## config.mk

```make
export PLATFORM = sky130hd
export DESIGN_NAME = piece_bag
export DESIGN_NICKNAME = d
export VERILOG_FILES = /design/src/rtl/tetris_pkg.sv /design/src/rtl/piece_fifo.sv /design/src/rtl/piece_bag.sv
export SDC_FILE = /design/constraint.sdc
export NUM_CORES = 1
export LEC_CHECK = 0
export ABC_AREA = 1
export CORE_MARGIN = 4
export CORE_UTILIZATION = 51
export DETAILED_ROUTE_END_ITERATION = 10
export GPL_TIMING_DRIVEN = 0
export PLACE_DENSITY = 0.72
export SLEW_MARGIN = 30
export SYNTH_ARGS = -nofsm -noshare
export SYNTH_HDL_FRONTEND = slang
export SYNTH_SLANG_ARGS = --single-unit
```

## constraint.sdc

```tcl
create_clock -name clk -period 5.43 [get_ports clk]
set_input_delay 0.543 -clock clk [delete_from_list [all_inputs] [get_ports clk]]
set_output_delay 0.543 -clock clk [all_outputs]
set_load 0.05 [all_outputs]
```

## src/rtl/tetris_pkg.sv

```systemverilog
// Shared piece definitions for the tetromino datapath: the piece encoding,
// the reserved "no piece" code and small helpers over the 7-bit bag mask.
package tetris_pkg;

  localparam int NUM_PIECES = 7;

  typedef enum logic [2:0] {
    PIECE_I = 3'd0,
    PIECE_O = 3'd1,
    PIECE_T = 3'd2,
    PIECE_S = 3'd3,
    PIECE_Z = 3'd4,
    PIECE_J = 3'd5,
    PIECE_L = 3'd6
  } piece_t;

  // Code 7 is never issued; the random source may still produce it.
  localparam logic [2:0] PIECE_NONE = 3'd7;

  // Lowest-index piece whose used bit is clear (0 if the mask is full,
  // which cannot happen because a full bag is cleared on the same edge).
  function automatic logic [2:0] lowest_unused(input logic [NUM_PIECES-1:0] used);
    logic [2:0] pick;
    pick = 3'd0;
    for (int i = NUM_PIECES - 1; i >= 0; i--) begin
      if (!used[i]) pick = 3'(i);
    end
    return pick;
  endfunction

  // Number of pieces still available in the current bag.
  function automatic logic [2:0] pieces_left(input logic [NUM_PIECES-1:0] used);
    logic [2:0] left;
    left = 3'd0;
    for (int i = 0; i < NUM_PIECES; i++) begin
      if (!used[i]) left = left + 3'd1;
    end
    return left;
  endfunction

endpackage

```

## src/rtl/piece_fifo.sv

```systemverilog
// Small circular FIFO of 3-bit piece IDs. Exposes the head and the entry
// behind it so the game can show a preview without popping.
module piece_fifo
  import tetris_pkg::*;
#(
  parameter int DEPTH = 3
) (
  input  logic                       clk,
  input  logic                       reset,
  input  logic                       push,
  input  logic [2:0]                 din,
  input  logic                       pop,
  output logic [2:0]                 head,
  output logic [2:0]                 second,
  output logic [$clog2(DEPTH+1)-1:0] count
);

  localparam int PW = (DEPTH > 1) ? $clog2(DEPTH) : 1;
  localparam int CW = $clog2(DEPTH + 1);

  logic [2:0]    mem [DEPTH];
  logic [PW-1:0] rd_ptr;
  logic [PW-1:0] wr_ptr;
  logic          do_push;
  logic          do_pop;

  // Pointers wrap modulo DEPTH, which need not be a power of two.
  function automatic logic [PW-1:0] next_ptr(input logic [PW-1:0] p);
    return (p == PW'(DEPTH - 1)) ? '0 : p + PW'(1);
  endfunction

  // Push eligibility is judged on the count before any pop this cycle.
  always_comb begin
    do_pop  = pop && (count != '0);
    do_push = push && (count < CW'(DEPTH));
  end

  // Pointer and occupancy bookkeeping.
  always_ff @(posedge clk) begin
    if (reset) begin
      rd_ptr <= '0;
      wr_ptr <= '0;
      count  <= '0;
    end else begin
      if (do_push) wr_ptr <= next_ptr(wr_ptr);
      if (do_pop)  rd_ptr <= next_ptr(rd_ptr);
      case ({do_push, do_pop})
        2'b10:   count <= count + CW'(1);
        2'b01:   count <= count - CW'(1);
        default: count <= count;
      endcase
    end
  end

  // Storage array; contents are meaningless until written, so no reset.
  always_ff @(posedge clk) begin
    if (do_push) mem[wr_ptr] <= din;
  end

  // Head and preview entries read straight out of the array.
  always_comb begin
    head   = mem[rd_ptr];
    second = mem[next_ptr(rd_ptr)];
  end

endmodule

```

## src/rtl/piece_bag.sv

```systemverilog
// 7-bag piece generator: filters a raw 3-bit random stream so that every
// group of seven issued pieces is a permutation of all seven, with a
// deterministic fallback so a stuck random source still makes progress.
module piece_bag
  import tetris_pkg::*;
#(
  parameter int DEPTH     = 3,
  parameter int REJ_LIMIT = 8
) (
  input  logic       clk,
  input  logic       reset,
  input  logic [2:0] rnd,
  input  logic       en,
  input  logic       piece_req,
  output logic [2:0] piece_o,
  output logic       piece_valid,
  output logic [2:0] next_o,
  output logic       next_valid,
  output logic [2:0] bag_left
);

  localparam int CW = $clog2(DEPTH + 1);
  localparam int RW = $clog2(REJ_LIMIT + 1);

  logic [NUM_PIECES-1:0] used;
  logic [RW-1:0]         rej_cnt;
  logic [CW-1:0]         count;
  logic [2:0]            head;
  logic [2:0]            second;

  logic                  draw;
  logic                  accept;
  logic                  fallback;
  logic                  push;
  logic [2:0]            push_id;
  logic [7:0]            used_ext;
  logic [NUM_PIECES-1:0] used_set;
  logic [NUM_PIECES-1:0] used_next;
  logic                  pop;

  // Draw decision: accept a fresh piece, or force the lowest unused one
  // once the reject run has reached its limit.
  always_comb begin
    used_ext  = {1'b1, used};
    draw      = en && (count < CW'(DEPTH));
    accept    = !used_ext[rnd];
    fallback  = draw && !accept && (rej_cnt == RW'(REJ_LIMIT - 1));
    push      = draw && (accept || fallback);
    push_id   = accept ? rnd : lowest_unused(used);
    used_set  = used | (NUM_PIECES'(1) << push_id);
    used_next = (used_set == '1) ? '0 : used_set;
    pop       = piece_req && (count != '0);
  end

  // Bag mask and reject-run counter; the counter only moves on draw cycles.
  always_ff @(posedge clk) begin
    if (reset) begin
      used    <= '0;
      rej_cnt <= '0;
    end else if (draw) begin
      if (push) begin
        used    <= used_next;
        rej_cnt <= '0;
      end else if (rej_cnt != RW'(REJ_LIMIT)) begin
        rej_cnt <= rej_cnt + RW'(1);
      end
    end
  end

  piece_fifo #(
    .DEPTH(DEPTH)
  ) u_fifo (
    .clk   (clk),
    .reset (reset),
    .push  (push),
    .din   (push_id),
    .pop   (pop),
    .head  (head),
    .second(second),
    .count (count)
  );

  // Outputs are zeroed whenever the corresponding entry does not exist.
  always_comb begin
    piece_valid = (count != '0);
    next_valid  = (count >= CW'(2));
    piece_o     = piece_valid ? head : 3'd0;
    next_o      = next_valid ? second : 3'd0;
    bag_left    = pieces_left(used);
  end

endmodule

```

==> results.md, run 1 <==
- Die footprint: 4780 um2
- GRT Residual Overflow: 0
- Via count of the first global-routing pass: 1,489
- Avg Cell Area, Syn: 7.60 um2
- Clock buffers created by TritonCTS: 3
- Cell area after technology mapping: 1910 um2
- Global Route Usage Sum: 16.2%
- Pin count of the biggest net entering global routing: 17
- Share of cells above drive strength 1: 12.1%
- Critical path endpoint category: primary output
- Number of synthesized flops with an enable pin: 9
- Remaining DRCs: 0
- Clock tree buffer depth: 2
- LEAKAGE: 0.000958 uW
- Post-detailed-placement cell area: 2130 um2
- Clock latency of the later-clocked register in the worst-skew pair: 0.27 ns
- Number of buffers inserted by port buffering: 17
- Count of endpoints failing setup in the final report: 0
- Setup repair bufs after CTS: 0
- Post-cts sizing count: 0
- Post-Synth Adder-Cell Area: 5.91%
- Final weighted congestion in routability-driven placement: 0.900
- Kind of start point of the critical path: flip-flop
- Count of yosys warnings during synthesis: 0
- Post-Route WL: 3790 um
- Filler cell count in the final layout: 336
- Summed negative setup slack over all endpoints: 0 ns
- Fmax: 219 MHz
- Worst hold margin: 0.525 ns
- Synth Area in Compound Gates: 15.1%
- Synthesis-stage register bit count: 28
- Peak fanout along the critical path: 6
- CP Data Arrival Time: 4.03 ns
- Pwr Density: 318 nW/um2
- Post-synthesis mux area share: 1.18%
- Antenna violation net count after detailed routing: 0
- Data required time at the worst endpoint: 4.89 ns
- Diodes inserted: 0
- Clock slew at reported path FFs: 0.09 ns
- Count of nets after finishing: 289
- Setup clock skew after layout: 0.00156 ns
- Relative slew slack: 67.0%
- H-tree levels: 1
- Status: completed
- Area growth syn-to-layout: 15.7%
- Total power of the final layout: 700 uW
- Most common cell after layout, fill and taps aside: sky130_fd_sc_hd__nand2_1
- Area share of and/or/nand/nor cells after synthesis: 27.6%
- Actual slew at the worst max-slew pin: 0.494 ns
- Placed wire-length estimate after detailed placement: 2950 um
- Post-Synthesis Cells: 251
- Ratio of routed vias to standard cells: 5.14
- Horizontal die dimension: 69.1 um
- Unrepaired setup endpoints after global routing: false
- Final Hold Vio Count: 0
- Wire length per cell after detailed routing: 11.9 um
- Die height: 69.1 um
- Largest family of logic cells by synthesized area: simple AND/OR/NAND/NOR gates
- # clock sinks: 28
- Hold Buf Count CTS: 0
- TritonCTS clock tree: built
- Via Count: 1,636
- Worst Slack Setup Final: 0.856 ns
- Worst supply voltage drop on vdd: 0.233 mV
- Count of different cell masters after synthesis: 37
- Count of standard-cell rows: 21
- Wire length of the first global-routing pass: 6510 um
- Dominant register cell in the synthesized netlist: sky130_fd_sc_hd__dfxtp_1
- Xor and xnor area share after synthesis: 5.91%
- Number of design-rule violations left by the first detailed-router iteration: 106
- Minimum period implied by the final worst setup slack: 4.57 ns
- Ys async rst share: 0%
- Drt first pass iters: 4
- IO Pins: 18
- Pre-CTS setup slack: 1.14 ns
- Share of synthesized area occupied by flip-flops and latches: 34.1%
- Highest-count cells in the layout ignoring fill and taps: 53 x sky130_fd_sc_hd__nand2_1, 37 x sky130_fd_sc_hd__inv_1, 19 x sky130_fd_sc_hd__a21oi_1, 19 x sky130_fd_sc_hd__dfxtp_1, 18 x sky130_fd_sc_hd__nand3_1
- Antenna violations before repair: 0
- Post-Synthesis Net Count: 267
- Final cell area excluding filler cells: 2210 um2
- Cell chosen for the clock root: sky130_fd_sc_hd__clkbuf_8
- Initial Util: 55.0%
- Tightest Hold Check Type: reg -> reg
- Max-cap violations: 0
- Core footprint: 3470 um2
- Setup Crit Path Kind: reg -> out
- Share of the clock period used by the worst path after layout: 84.2%
- Number of max-slew violations in the final report: 0
state kept, by name, summed over array words and instances, names as in the netlist, named ones only:
signal         count
u_fifo.mem         9
used               7
rej_cnt            4
u_fifo.count       2
u_fifo.rd_ptr      2
u_fifo.wr_ptr      2
final timing paths:
check / startpoint / to / slack [ns] / cells after the start
worst max register to register: used[3]$_SDFFE_PP0P_ / u_fifo.count[1]$_SDFFE_PP0P_ / 3.33 / 12
worst max-delay path: used[0]$_SDFFE_PP0P_ / bag_left[2] / 0.86 / 18
worst min register to register: rej_cnt[3]$_SDFFE_PP0P_ / rej_cnt[3]$_SDFFE_PP0P_ / 0.52 / 2
worst min-delay path: rej_cnt[3]$_SDFFE_PP0P_ / rej_cnt[3]$_SDFFE_PP0P_ / 0.52 / 2
metal layers:
layer / GRT usage (%) / vias to the layer above / share of wire [%]
met3: 3.92 / 4 / 7.1
met5: 0 / - / 0
met1: 22.4 / 722 / 47
met4: 3.69 / 0 / 0.71
li1: - / 864 / -
met2: 25.5 / 46 / 45
through the flow:
step | utilization [%] | cells
3_5_place_dp | 61.5 | 314
3_3_place_gp | 61.5 | 314
5_1_grt | 63.6 | 318
4_1_cts | 63.6 | 318
2_1_floorplan | - | 251
6_report | 63.6 | 318
final cells by class:
type	count	area, um2	area share (%)
plain buffers	4	33.8	1.53
clock buffers	3	41.3	1.87
clock inverters	1	30.0	1.36
inverters	42	160	7.26
multi-input cells	177	1060	48.2
flip-flops and latches	28	651	29.5
well taps	46	57.6	2.61
repair buffers	17	170	7.71
power by group:
group	total, uW	leakage [uW]	switching, uW	internal [uW]
Clock	159	0.0000357	60.3	98.6
Combinational	291	0.000683	191	99.6
Sequential	251	0.000238	17.6	233
synth_stat cells (2+ instances only):
cell type / number / area share, %
sky130_fd_sc_hd__nor2_1: 12 / 2.4
sky130_fd_sc_hd__a211oi_1: 2 / 0.79
sky130_fd_sc_hd__nor2_4: 2 / 1.2
sky130_fd_sc_hd__inv_1: 37 / 7.3
sky130_fd_sc_hd__a31oi_1: 2 / 0.66
sky130_fd_sc_hd__o211ai_1: 7 / 2.8
sky130_fd_sc_hd__nor3b_1: 2 / 0.79
sky130_fd_sc_hd__nor3_1: 5 / 1.3
sky130_fd_sc_hd__nand3_1: 18 / 4.7
sky130_fd_sc_hd__nand2_1: 53 / 10
sky130_fd_sc_hd__ha_1: 9 / 5.9
sky130_fd_sc_hd__inv_2: 4 / 0.79
sky130_fd_sc_hd__edfxtp_1: 9 / 14
sky130_fd_sc_hd__o21ai_1: 3 / 0.79
sky130_fd_sc_hd__nand2_2: 7 / 2.3
sky130_fd_sc_hd__o21ai_0: 13 / 3.4
sky130_fd_sc_hd__dfxtp_1: 19 / 20
sky130_fd_sc_hd__mux2_2: 2 / 1.2
sky130_fd_sc_hd__a21oi_1: 19 / 5.0
sky130_fd_sc_hd__xor2_1: 6 / 2.8
sky130_fd_sc_hd__nor3_2: 2 / 1.0
sky130_fd_sc_hd__nand2_4: 2 / 1.2
sky130_fd_sc_hd__clkbuf_1: 2 / 0.39
worst max-delay path, stage by stage (launching register included):
cell and delay [ns]:
sky130_fd_sc_hd__dfxtp_1 0.45, sky130_fd_sc_hd__inv_1 0.12, sky130_fd_sc_hd__ha_1 0.36, sky130_fd_sc_hd__xnor2_2 0.16
sky130_fd_sc_hd__ha_1 0.27, sky130_fd_sc_hd__nand2_1 0.08, sky130_fd_sc_hd__nand2_1 0.06, sky130_fd_sc_hd__ha_1 0.27
sky130_fd_sc_hd__nor2_1 0.03, sky130_fd_sc_hd__a31oi_1 0.20, sky130_fd_sc_hd__ha_1 0.26, sky130_fd_sc_hd__nand2_1 0.08
sky130_fd_sc_hd__nand2_1 0.06, sky130_fd_sc_hd__ha_1 0.19, sky130_fd_sc_hd__nand2_1 0.08, sky130_fd_sc_hd__xor2_1 0.17
sky130_fd_sc_hd__xor2_1 0.08, sky130_fd_sc_hd__inv_1 0.05, sky130_fd_sc_hd__clkdlybuf4s50_1 0.79
kinds of logic (layout without fill, tap and decap cells):
logic type | Yosys count | count (layout)
xor gates and xnor gates | 9 | 9
and+or+nand+nor | 107 | 107
DFF | 28 | 28
muxes | 2 | 2
buffers and inverters | 46 | 67
adders and majority gates | 9 | 9
AOI/OAI and AO/OA | 50 | 50
(Power assumes the default switching activity.)
==> run 2: changes to the inputs <==
Settings changed: PLACE_DENSITY 0.72 to 0.75.
Clock period 5.43 ns to 3.8 ns, I/O delays scaled along.
==> run 2 against run 1 <==
Against the previous run:
- die area stayed put
- non-clock buffer count is 2 higher
- clock skew is 0.0010 ns higher
- final cell count is 0.63% higher
- sequential power is 42% higher
- critical path depth stayed put
- via count is 0.79% higher
- total power is 44% higher
- sequential share of layout area is 0.29 points lower
- setup slack worse by 0.66 ns
- hold slack worse by 0.0020 ns
==> results.md, run 2 (synthesis gave the netlist of run 1 again) <==
- Top register by number of flip-flops: u_fifo.mem
- Setup clock skew after layout: 0.00256 ns
- Max-cap violations: 0
- Clock slew at reported path FFs: 0.09 ns
- Critical Path Most Common Cell: sky130_fd_sc_hd__nand2_1
- Diodes inserted: 0
- Share of the clock period used by the worst path after layout: 94.9%
- Number of max-slew violations in the final report: 0
- Via count of the first global-routing pass: 1,430
- Slack of the worst reg-to-reg path: 1.65 ns
- Critical path, cell by cell: inv_4 > ha_4 > xnor2_4 > ha_1 > nand2_1 > nand2_1 > ha_1 > nor2_1 > a31oi_1 > ha_1 > nand2_1 > nand2_1 > ha_2 > nand2_1 > xor2_1 > xor2_1 > inv_1 > buf_6
- # clock sinks: 28
- Horizontal die dimension: 69.1 um
- Core footprint: 3470 um2
- Minimum period implied by the final worst setup slack: 3.61 ns
- H-tree levels: 1
- Number of cells after detailed placement: 314
- Unrepaired setup endpoints after global routing: false
- Capture instance of the worst register-to-register path: u_fifo.count[1]$_SDFFE_PP0P_
- Pwr Density: 447 nW/um2
- Clock tree buffer depth: 2
- Summed negative setup slack over all endpoints: 0 ns
- CP Data Arrival Time: 3.23 ns
- Antenna violation net count after detailed routing: 0
- Post-Route WL: 3790 um
- Share of cells above drive strength 1: 15.7%
- Critical path endpoint category: primary output
- IO Pins: 18
- Setup Crit Path Kind: reg -> out
- Most common cell after layout, fill and taps aside: sky130_fd_sc_hd__nand2_1
- Top Registers: u_fifo.mem: 9 flops, used: 7 flops, rej_cnt: 4 flops
- LEAKAGE: 0.000974 uW
- Relative slew slack: 66.1%
- Die footprint: 4780 um2
- Number of buffers inserted by port buffering: 17
- CP max-delay cell: sky130_fd_sc_hd__dfxtp_4
- Wire length of the first global-routing pass: 6550 um
- Data required time at the worst endpoint: 3.42 ns
- Total number of cells along the worst setup path: 18
- Post-detailed-placement cell area: 2130 um2
- Clock latency of the later-clocked register in the worst-skew pair: 0.28 ns
- Remaining DRCs: 0
- Beginning of the worst hold path: u_fifo.wr_ptr[1]$_SDFFE_PP0P_
- Ratio of routed vias to standard cells: 5.15
- Antenna violations before repair: 0
- Count of endpoints failing setup in the final report: 0
- Placed wire-length estimate after detailed placement: 2990 um
- Count of nets after finishing: 291
- GRT Residual Overflow: 0
- Peak fanout along the critical path: 6
- Launch point of the critical path: used[1]$_SDFFE_PP0P_
- Highest-count cells in the layout ignoring fill and taps: 53 x sky130_fd_sc_hd__nand2_1, 35 x sky130_fd_sc_hd__inv_1, 19 x sky130_fd_sc_hd__a21oi_1, 18 x sky130_fd_sc_hd__nand3_1, 17 x sky130_fd_sc_hd__dfxtp_1
- Flip-flop count of the largest register, all copies and words added: 9
- Max incr delay on CP: 0.40 ns
- Wire length per cell after detailed routing: 11.8 um
- Drt first pass iters: 4
- RR Startpoint: used[3]$_SDFFE_PP0P_
- Final Hold Vio Count: 0
- Cell chosen for the clock root: sky130_fd_sc_hd__clkbuf_8
- Tightest Hold Check Type: reg -> reg
- Die height: 69.1 um
- Actual slew at the worst max-slew pin: 0.507 ns
- Count of standard-cell rows: 21
- Clock buffers created by TritonCTS: 3
- Final weighted congestion in routability-driven placement: 0.886
- Fmax: 277 MHz
- Hold Buf Count CTS: 0
- TritonCTS clock tree: built
- Capturing instance or port of the critical path: bag_left[2]
- Pin count of the biggest net entering global routing: 17
- Category of cells accounting for the largest share of critical-path delay: adder cells
- Initial Util: 55.0%
- Logic depth of the worst register-to-register path: 12
- Final non-filler cell total: 320
- Global Route Usage Sum: 16.3%
- Status: completed
- Area growth syn-to-layout: 18.2%
- Total power of the final layout: 1010 uW
- Number of design-rule violations left by the first detailed-router iteration: 97
- Via Count: 1,649
- Buffer and inverter count on the worst path: 3
- Final cell area excluding filler cells: 2250 um2
- Kind of start point of the critical path: flip-flop
- Worst supply voltage drop on vdd: 0.298 mV
run 2: changes by cell type in the layout (fill, tap and decap cells not counted), moves of 2 or more:
cell | before | now
sky130_fd_sc_hd__buf_4 | 0 | 2
sky130_fd_sc_hd__clkdlybuf4s50_1 | 17 | 15
sky130_fd_sc_hd__dfxtp_1 | 19 | 17
sky130_fd_sc_hd__dfxtp_4 | 0 | 2
sky130_fd_sc_hd__ha_1 | 9 | 7
sky130_fd_sc_hd__inv_1 | 37 | 35
run 2: layout make-up:
class                      instances  area, um2
clock buffer                       3       41.3
multi-input combinational        177       1090
timing repair buffer              19        181
clock inverter                     1       30.0
tap                               46       57.6
sequential                        28        658
buffer                             4       33.8
inverter                          42        163
fill                             301       1210
run 2: layer usage:
metal  GRT usage, %  vias up  share of wire (%)
li1               -      869                  -
met1           23.0      746                 49
met2           25.5       32                 46
met3           3.78        2                5.2
met4           2.60        0               0.21
met5              0        -                  0
run 2: metrics by stage:
| stage | util [%] | hold slack [ns] | setup slack (ns) |
|---|---|---|---|
| finish | 65.0 | 0.523 | 0.192 |
| global route | 65.0 | 0.557 | 0.00898 |
| CTS | 63.5 | 0.525 | 0.00327 |
| detailed placement | 61.5 | 0.505 | -0.320 |
| global placement | 61.5 | 0.501 | -0.321 |
| floorplan | - | 0.458 | 0.133 |
run 2: repair_timing:
item,in CTS,in global routing
endpoints found under the hold margin,0,0
resized for setup,15,8
pin swaps,0,5
endpoints found under the setup margin,2,2
buffers inserted,0,2
run 2: power breakdown:
| group | leakage (uW) | internal [uW] | switching (uW) | total [uW] |
|---|---|---|---|---|
| combinational | 0.000698 | 142 | 275 | 416 |
| sequential | 0.000240 | 333 | 23.5 | 356 |
| clock | 0.0000357 | 141 | 92.7 | 234 |
| total | 0.000974 | 616 | 391 | 1010 |
run 2: how the worst min path moves through the flow:
stage / slack, ns / end / cells past startpoint
after global routing: 0.56 / rej_cnt[1]$_SDFFE_PP0P_ / 2
after floorplan: 0.46 / rej_cnt[0]$_SDFFE_PP0P_ / 1
after detailed placement: 0.50 / rej_cnt[3]$_SDFFE_PP0P_ / 2
final: 0.52 / u_fifo.wr_ptr[1]$_SDFFE_PP0P_ / 2
after global placement: 0.50 / rej_cnt[3]$_SDFFE_PP0P_ / 2
after CTS: 0.53 / rej_cnt[1]$_SDFFE_PP0P_ / 2
run 2: worst register-to-register path: cells and delay by family, from the launching register on:
family / cells / cell delay (ns)
flops: 1 / 0.49
simple gates: 7 / 0.90
compound gates: 2 / 0.24
fa+ha+maj: 1 / 0.25
buf+inv: 2 / 0.21
==> run 3: changes to the inputs <==
Settings changed: CORE_ASPECT_RATIO set to 0.6.
==> run 3 against run 2 <==
Against the previous run:
- final cell count down 0.31%
- register-to-register slack got worse by 0.02 ns
- clock power shrank 31%
- via count fell by 0.49%
- total power down 5.7%
- final area decreased by 0.78%
- global-route usage up 0.97 points
- sequential share of layout area up 0.23 points
- critical path type unchanged
- non-clock buffer count is the same
- clock skew decreased by 0.00065 ns
==> results.md, run 3 (synthesis gave the netlist of run 1 again) <==
- Status: completed
- Final cell area excluding filler cells: 2240 um2
- Buffer and inverter count on the worst path: 3
- Peak fanout along the critical path: 6
- Share of the clock period used by the worst path after layout: 96.3%
- Cell chosen for the clock root: sky130_fd_sc_hd__clkbuf_8
- Number of buffers inserted by port buffering: 17
- Top Registers: u_fifo.mem: 9 flops, used: 7 flops, rej_cnt: 4 flops
- CP max-delay cell: sky130_fd_sc_hd__dfxtp_4
- Worst supply voltage drop on vdd: 0.261 mV
- Via Count: 1,641
- Clock buffers created by TritonCTS: 3
- Logic depth of the worst register-to-register path: 13
- Critical path, cell by cell: inv_2 > ha_4 > xnor2_4 > ha_1 > nand2_2 > nand2_1 > ha_1 > nor2_1 > a31oi_1 > ha_1 > nand2_1 > nand2_1 > ha_2 > nand2_2 > xor2_2 > xor2_1 > inv_1 > buf_6
- Unrepaired setup endpoints after global routing: true
- Flip-flop count of the largest register, all copies and words added: 9
- Initial Util: 55.7%
- Clock slew at reported path FFs: 0.09 ns
- Beginning of the worst hold path: rej_cnt[3]$_SDFFE_PP0P_
- Max-cap violations: 0
- # clock sinks: 28
- Remaining DRCs: 0
- CP Data Arrival Time: 3.28 ns
- Clock tree buffer depth: 2
- Area growth syn-to-layout: 17.3%
- RR Startpoint: used[1]$_SDFFE_PP0P_
- Count of nets after finishing: 291
- Launch point of the critical path: used[0]$_SDFFE_PP0P_
- Final weighted congestion in routability-driven placement: 0.803
- Slack of the worst reg-to-reg path: 1.63 ns
- Global Route Usage Sum: 17.2%
- Category of cells accounting for the largest share of critical-path delay: adder cells
- Pin count of the biggest net entering global routing: 16
- Placed wire-length estimate after detailed placement: 3190 um
- Data required time at the worst endpoint: 3.42 ns
- Worst hold margin: 0.523 ns
- Final non-filler cell total: 319
- Minimum period implied by the final worst setup slack: 3.66 ns
- Filler cell count in the final layout: 320
- Number of design-rule violations left by the first detailed-router iteration: 98
- H-tree levels: 1
- Critical path endpoint category: primary output
- Tightest Hold Check Type: reg -> reg
- Relative slew slack: 64.7%
- Most common cell after layout, fill and taps aside: sky130_fd_sc_hd__nand2_1
- Antenna violations before repair: 0
- Actual slew at the worst max-slew pin: 0.525 ns
- Share of cells above drive strength 1: 16.1%
- Top register by number of flip-flops: u_fifo.mem
- GRT Residual Overflow: 0
- Post-Route WL: 4070 um
- Antenna violation net count after detailed routing: 0
- Max incr delay on CP: 0.40 ns
- Capture instance of the worst register-to-register path: u_fifo.count[1]$_SDFFE_PP0P_
- Final Hold Vio Count: 0
- Wire length per cell after detailed routing: 12.8 um
- Count of endpoints failing setup in the final report: 0
- Total number of cells along the worst setup path: 18
- Worst hold endpoint: rej_cnt[3]$_SDFFE_PP0P_
- Drt first pass iters: 4
- Diodes inserted: 0
- Pwr Density: 424 nW/um2
- Hold Path Depth: 2
- Number of cells after detailed placement: 313
- Setup clock skew after layout: 0.00191 ns
- Highest-count cells in the layout ignoring fill and taps: 51 x sky130_fd_sc_hd__nand2_1, 36 x sky130_fd_sc_hd__inv_1, 19 x sky130_fd_sc_hd__a21oi_1, 18 x sky130_fd_sc_hd__nand3_1, 17 x sky130_fd_sc_hd__dfxtp_1
- Via count of the first global-routing pass: 1,430
- Core footprint: 3420 um2
- Total power of the final layout: 949 uW
- Count of standard-cell rows: 16
- Ratio of routed vias to standard cells: 5.14
- Horizontal die dimension: 86.9 um
- Fmax: 273 MHz
- Wire length of the first global-routing pass: 6680 um
- Die height: 55.4 um
- Kind of start point of the critical path: flip-flop
- Post-detailed-placement cell area: 2130 um2
- Clock latency of the later-clocked register in the worst-skew pair: 0.27 ns
- LEAKAGE: 0.000964 uW
- TritonCTS clock tree: built
- Die footprint: 4810 um2
- IO Pins: 18
- Setup Crit Path Kind: reg -> out
- Number of max-slew violations in the final report: 0
run 3: repair_timing:
| action | CTS | global route |
|---|---|---|
| endpoints found under the setup margin | 2 | 2 |
| hold buffers | 0 | 0 |
| gates cloned | 0 | 0 |
| setup buffers | 0 | 2 |
| gates resized for setup | 14 | 10 |
| pin swaps | 0 | 4 |
run 3: worst reg2reg max path, stage by stage (launching register included):
cell	delay, ns
sky130_fd_sc_hd__dfxtp_4	0.37
sky130_fd_sc_hd__buf_4	0.15
sky130_fd_sc_hd__nand2_1	0.05
sky130_fd_sc_hd__nand3_1	0.09
sky130_fd_sc_hd__nand3_2	0.14
sky130_fd_sc_hd__nand2_4	0.12
sky130_fd_sc_hd__nand2_2	0.08
sky130_fd_sc_hd__inv_2	0.06
sky130_fd_sc_hd__nor2_8	0.16
sky130_fd_sc_hd__inv_4	0.07
sky130_fd_sc_hd__ha_1	0.31
sky130_fd_sc_hd__nor3b_1	0.27
sky130_fd_sc_hd__o21ai_0	0.11
sky130_fd_sc_hd__a21oi_1	0.13
run 3: worst max path at each step:
| stage | endpoint | slack [ns] |
|---|---|---|
| final | bag_left[2] | 0.14 |
| after global routing | bag_left[2] | -0.04 |
| after detailed placement | bag_left[2] | -0.40 |
| after global placement | bag_left[2] | -0.37 |
| after CTS | bag_left[2] | 0.04 |
| after floorplan | bag_left[1] | 0.13 |
run 3: routing by layer:
metal	GRT usage [%]	share of wire [%]	vias to the layer above	wire length [um]
li1	-	-	875	-
met1	28.4	52	705	2110
met2	21.9	39	61	1600
met3	4.61	8.8	0	359
met4	2.67	0	0	0
met5	0	0	-	0
run 3: area by class of cell:
class | count | area [um2] | area share [%]
Buffer | 4 | 33.8 | 1.51
Clock buffer | 4 | 45.0 | 2.01
Multi-Input combinational cell | 177 | 1100 | 49.2
Sequential cell | 28 | 658 | 29.4
Timing Repair Buffer | 19 | 181 | 8.11
Inverter | 42 | 160 | 7.16
Tap cell | 45 | 56.3 | 2.52
run 3: per-stage QoR:
stage / utilization [%] / worst slack [ns] / TNS (ns)
finish: 65.3 / 0.141 / 0
global route: 65.3 / -0.0363 / -0.0363
CTS: 64.1 / 0.0353 / 0
detailed placement: 62.3 / -0.396 / -0.660
global placement: 62.3 / -0.366 / -0.590
floorplan: - / 0.133 / 0
run 3: report_power, final:
group / leakage, uW / total, uW / internal [uW] / switching [uW]
logic: 0.000701 / 430 / 145 / 285
registers: 0.000240 / 357 / 333 / 24.4
clock network: 0.0000228 / 162 / 75.1 / 86.8
total: 0.000964 / 949 / 553 / 396
